<file path="src/rtl/chg_pkg.sv">
// ============================================================================
// Module      : chg_pkg
// Description : Shared types and constants for the change-frame transmitter.
// Revision    : 1.0 - initial release
// ============================================================================
`default_nettype none

package chg_pkg;

    typedef enum logic [2:0] {
        ST_IDLE = 3'd0,
        ST_HDR  = 3'd1,
        ST_ID   = 3'd2,
        ST_DATA = 3'd3,
        ST_CSUM = 3'd4,
        ST_ACK  = 3'd5
    } state_e;

    localparam logic [7:0] C_SYNC_BYTE = 8'hA5;

    // Sync + index + data bytes + checksum.
    function automatic int unsigned frame_len(input int unsigned width);
        return 3 + width / 8;
    endfunction

endpackage

`default_nettype wire

</file>
<file path="src/rtl/rr_arbiter.sv">
// ============================================================================
// Module      : rr_arbiter
// Description : Combinational round-robin picker; search starts after last_i.
// Revision    : 1.0 - initial release
// ============================================================================
`default_nettype none

module rr_arbiter #(
    parameter int NUM_CH = 4,
    parameter int IW     = (NUM_CH > 1) ? $clog2(NUM_CH) : 1
) (
    input  logic [NUM_CH-1:0] req_i,
    input  logic [IW-1:0]     last_i,
    output logic [IW-1:0]     grant_o,
    output logic              any_o
);

    logic [IW-1:0] w_idx;

    always_comb begin
        grant_o = '0;
        any_o   = 1'b0;
        w_idx   = '0;
        for (int i = 1; i <= NUM_CH; i++) begin
            w_idx = IW'((int'(last_i) + i) % NUM_CH);
            if (!any_o && req_i[w_idx]) begin
                any_o   = 1'b1;
                grant_o = w_idx;
            end
        end
    end

endmodule

`default_nettype wire

</file>
<file path="src/rtl/chg_frame_tx.sv">
// ============================================================================
// Module      : chg_frame_tx
// Description : Arbitrates change flags, snapshots the winner's register and
//               sends it as a checksummed byte frame, then acks the channel.
// Revision    : 1.0 - initial release
// ============================================================================
`default_nettype none

module chg_frame_tx
    import chg_pkg::*;
#(
    parameter int         WIDTH     = 32,
    parameter int         NUM_CH    = 4,
    parameter logic [7:0] SYNC_BYTE = C_SYNC_BYTE
) (
    input  logic                    clk,
    input  logic                    rst,
    input  logic [NUM_CH-1:0]       chg,
    input  logic [NUM_CH*WIDTH-1:0] register,
    output logic [NUM_CH-1:0]       ack,
    output logic [7:0]              m_data,
    output logic                    m_valid,
    input  logic                    m_ready,
    output logic                    busy
);

    localparam int NBYTES = WIDTH / 8;
    localparam int IW     = (NUM_CH > 1) ? $clog2(NUM_CH) : 1;
    localparam int CW     = (NBYTES > 1) ? $clog2(NBYTES) : 1;
    localparam logic [CW-1:0] C_LAST_BYTE = CW'(NBYTES - 1);

    state_e            state_q, state_d;
    logic [IW-1:0]     grant_q, grant_d;
    logic [WIDTH-1:0]  snap_q,  snap_d;
    logic [CW-1:0]     cnt_q,   cnt_d;
    logic [7:0]        csum_q,  csum_d;
    logic [7:0]        data_q,  data_d;
    logic              valid_q, valid_d;
    logic [NUM_CH-1:0] ack_q,   ack_d;

    logic [IW-1:0]     w_gnt;
    logic              w_any;
    logic              w_hs;

    rr_arbiter #(
        .NUM_CH (NUM_CH),
        .IW     (IW)
    ) u_arb (
        .req_i   (chg),
        .last_i  (grant_q),
        .grant_o (w_gnt),
        .any_o   (w_any)
    );

    // Byte k of the snapshot, most significant byte first.
    function automatic logic [7:0] sel_byte(input logic [WIDTH-1:0] v, input logic [CW-1:0] k);
        return 8'(v >> ((NBYTES - 1 - int'(k)) * 8));
    endfunction

    assign w_hs = valid_q && m_ready;

    always_comb begin
        state_d = state_q;
        grant_d = grant_q;
        snap_d  = snap_q;
        cnt_d   = cnt_q;
        csum_d  = csum_q;
        data_d  = data_q;
        valid_d = valid_q;
        ack_d   = '0;
        case (state_q)
            ST_IDLE: begin
                if (w_any) begin
                    grant_d = w_gnt;
                    snap_d  = WIDTH'(register >> (int'(w_gnt) * WIDTH));
                    cnt_d   = '0;
                    csum_d  = '0;
                    data_d  = SYNC_BYTE;
                    valid_d = 1'b1;
                    state_d = ST_HDR;
                end
            end
            ST_HDR: begin
                if (w_hs) begin
                    data_d  = 8'(grant_q);
                    state_d = ST_ID;
                end
            end
            ST_ID: begin
                if (w_hs) begin
                    csum_d  = csum_q + data_q;
                    data_d  = sel_byte(snap_q, '0);
                    state_d = ST_DATA;
                end
            end
            ST_DATA: begin
                if (w_hs) begin
                    csum_d = csum_q + data_q;
                    if (cnt_q == C_LAST_BYTE) begin
                        data_d  = csum_q + data_q;
                        state_d = ST_CSUM;
                    end else begin
                        cnt_d  = cnt_q + CW'(1);
                        data_d = sel_byte(snap_q, cnt_q + CW'(1));
                    end
                end
            end
            ST_CSUM: begin
                if (w_hs) begin
                    valid_d = 1'b0;
                    data_d  = '0;
                    ack_d   = NUM_CH'(1) << grant_q;
                    state_d = ST_ACK;
                end
            end
            ST_ACK: begin
                state_d = ST_IDLE;
            end
            default: begin
                state_d = ST_IDLE;
            end
        endcase
    end

    always_ff @(posedge clk) begin
        if (rst) begin
            state_q <= ST_IDLE;
            grant_q <= IW'(NUM_CH - 1);
            snap_q  <= '0;
            cnt_q   <= '0;
            csum_q  <= '0;
            data_q  <= '0;
            valid_q <= 1'b0;
            ack_q   <= '0;
        end else begin
            state_q <= state_d;
            grant_q <= grant_d;
            snap_q  <= snap_d;
            cnt_q   <= cnt_d;
            csum_q  <= csum_d;
            data_q  <= data_d;
            valid_q <= valid_d;
            ack_q   <= ack_d;
        end
    end

    assign ack     = ack_q;
    assign m_data  = data_q;
    assign m_valid = valid_q;
    assign busy    = (state_q != ST_IDLE);

endmodule

`default_nettype wire
</file>
<file path="config.mk">
export PLATFORM = sky130hd
export DESIGN_NAME = chg_frame_tx
export DESIGN_NICKNAME = d
export VERILOG_FILES = /design/src/rtl/chg_pkg.sv /design/src/rtl/rr_arbiter.sv /design/src/rtl/chg_frame_tx.sv
export SDC_FILE = /design/constraint.sdc
export NUM_CORES = 1
export LEC_CHECK = 0
export CORE_UTILIZATION = 35
export DETAILED_ROUTE_END_ITERATION = 8
export PLACE_DENSITY_LB_ADDON = 0.15
export SLEW_MARGIN = 20
export SYNTH_ARGS = -nofsm -noshare
export SYNTH_HDL_FRONTEND = slang
export SYNTH_SLANG_ARGS = --single-unit
</file>
<file path="constraint.sdc">
create_clock -name clk -period 2.28 [get_ports clk]
set_clock_uncertainty 0.15 [all_clocks]
set_input_delay 0.228 -clock clk [delete_from_list [all_inputs] [get_ports clk]]
set_output_delay 0.228 -clock clk [all_outputs]
set_load 0.02 [all_outputs]
</file>
==> flow_summary.yaml <==
timing:
  setup_viol: 0
  tns_ns: 0
  worst_pin_slew_ns: 0.489
  report.final.slew_viol_count: 0
  rsz0062_at_grt: "no"
  fin_crit_sh_pct: 97.1
  final_hold_viol_count: 0
  relSlewSlack_pct: 67.0
  worst_slack_ns: 0.0672
  fmax_mhz: 452
  min_period_ns: 2.21
synth:
  synth_top_area_cell: "dfxtp_1"
  async_flop_share_pct: 0
  synth_cells: 498
  synth_top_area_share_pct: 28.4
  synth_edf_count: 0
  synth_cell_types: 51
  synth-seq-area-share_pct: 28.4
  ys_dominant_reg_cell: "dfxtp_1"
  synth.net_count: 642
  synth_top_cells_by_count: "a211oi_1 (67), nor4b_1 (64), dfxtp_1 (60), nand2_1 (45), o31ai_1 (34)"
  synth.most_common_cell: "a211oi_1"
  yosys-top-cells-area: "dfxtp_1 (28%), nor4b_1 (13%), a211oi_1 (12%)"
  synth_area_mm2: 0.00423
  ys_warn_count: 0
  ys_ff_latch: 60
  syn_avg_cell_area_um2: 8.50
clock_network:
  htreeDepth: 3
  cts-buffers-inserted: 9
  clock_path_buffers: 2
  cts_setup_buffers: 0
  clkSinkCount: 60
  clk_latency_ns: 0.32
  cts_resized: 0
  cts_tree: "built"
  hold_buffers: 0
  root_buffer: "clkbuf_16"
  clkTransAtPathRegs_ns: 0.06
setup_path:
  critPathLaunch: "cnt_q[1]"
  r2r-end: "m_data[2]"
  end_kind: "flop"
  r2r_slack_ns: 0.07
  required_ns: 2.33
  worstRegToRegCells: 6
  critical_path_class: "flop to flop"
  worst_setup_path_start_kind: "flop"
  r2r_start: "cnt_q[1]"
  cp_max_fo: 2
  critPathArrivalTime_ns: 2.26
die:
  chipWidth_um: 112
  placement_rows: 39
  die_area_mm2: 0.0125
  ios: 149
  start_util_pct: 36.4
  core_mm2: 0.0116
  die_h_um: 112
global_route:
  grt_use_total_pct: 23.9
  grt_pass1_wl_um: 23900
  grt_pass1_vias: 4873
  grt_overflow: 0
  grt_max_degree: 35
  grt_antenna_before_repair: 0
place:
  gp_congestion: 0.858
  io_buffers: 148
  dp_hpwl_um: 11100
  pre_cts_ws_ns: -0.211
power_and_ir_drop:
  leakage_nw: 2.26
  vdd_drop_max_uv: 383
  power_density_mw_per_mm2: 618
final_layout:
  fin_nets: 791
  multi_input_area_mm2: 0.00280
  drive_above_1_share_pct: 12.3
  diodes: 0
  area_delta_synth_final_pct: 52.5
  register_area_mm2: 0.00120
  filler_cell_count: 1053
hold_path:
  hold_class: "flop to flop"
  hold_path_startpoint: "snap_q[12]"
  holdPathEnd: "snap_q[12]"
  hold_depth: 2
drt:
  drt_wl_total_um: 14600
  dr.pass1.iters: 9
  drc: 5
  avgViaCountPerCell: 5.95
  vias: 4731
  first_iter_violations: 285
  wl_per_cell_um: 18.4
  ant_nets: 0
run_status:
  violations: "DRC"
  status: "finished with violations"
run:
  cap_violations: 0
==> worst max-delay path by stage <==
| stage | end | slack, ns | depth (start not counted) |
|---|---|---|---|
| after floorplan | m_data[2] | 0.06 | 7 |
| after global placement | snap_q[20] | -0.19 | 7 |
| after detailed placement | snap_q[10] | -0.21 | 7 |
| after CTS | m_data[2] | 0.01 | 7 |
| after global routing | csum_q[5] | 0.002 | 6 |
| final | m_data[2] | 0.07 | 6 |
==> power by group <==
group / internal, mW / switching [mW]
sequential: 1.16 / 0.101
combinational: 0.626 / 0.585
clock: 1.05 / 0.469
total: 2.83 / 1.16
==> layer usage <==
layer | vias up | track usage (%) | part of all wire (%)
met5 | - | 0 | 0
met3 | 25 | 3.48 | 6.0
met2 | 191 | 39.9 | 47
met4 | 0 | 9.51 | 2.0
met1 | 2250 | 30.9 | 44
li1 | 2265 | - | -
==> per-stage QoR <==
step / area, um^2 / hold WS [ns] / util (%) / power [mW] / std cells
after floorplan: 4230 / 0.219 / - / 1.91 / 498
after global placement: 6090 / 0.293 / 52.4 / 2.46 / 779
after detailed placement: 6090 / 0.289 / 52.4 / 2.48 / 779
after CTS: 6430 / 0.301 / 55.3 / 4.00 / 795
after global routing: 6450 / 0.323 / 55.5 / 4.18 / 795
final: 6450 / 0.300 / 55.5 / 3.99 / 795
==> worst max-delay path, stage by stage (launching register included) <==
cell	delay, ns
dfxtp_1	0.31
ha_1	0.31
mux4_2	0.49
mux2_1	0.29
or3_1	0.31
o211ai_1	0.12
a211oi_1	0.11
==> cell type report <==
type | instances | share of cell area, %
Clock buffer | 13 | 4.19
Clock inverter | 3 | 1.05
Inverter | 9 | 0.524
Multi-Input combinational cell | 376 | 43.3
Sequential cell | 60 | 18.6
Tap cell | 143 | 2.77
Timing Repair Buffer | 191 | 29.5
==> flip-flops by register name, summed over array words and instances (netlist names) <==
signal	count
snap_q	32
csum_q	8
m_data	8
ack	4
state_q	3
cnt_q	2
grant_q	2
m_valid	1
==> cell usage in the layout (no fill, tap or decap), types with 8 or more instances in the layout <==
cell type / synthesis / final
o21ai_0: 11 / 10
nor4b_1: 64 / 64
nor2_1: 24 / 24
inv_1: 9 / 9
dfxtp_1: 60 / 60
clkdlybuf4s50_1: 0 / 148
buf_12: 0 / 8
o31ai_1: 34 / 34
nand2_1: 45 / 45
mux4_2: 8 / 8
clkbuf_16: 0 / 9
a21oi_1: 15 / 13
a211oi_1: 67 / 65
nand2b_1: 10 / 10
buf_4: 0 / 35
==> cells by family after synthesis <==
group / synth area share [%]
adder cells (fa/ha/maj): 2.84
XOR/XNOR: 0.828
flip-flops: 28.4
AO/OA/AOI/OAI: 28.4
AND/OR/NAND/NOR: 26.9
multiplexers: 5.71
buffers and inverters: 6.98
Power figures use the tool's default switching activity.
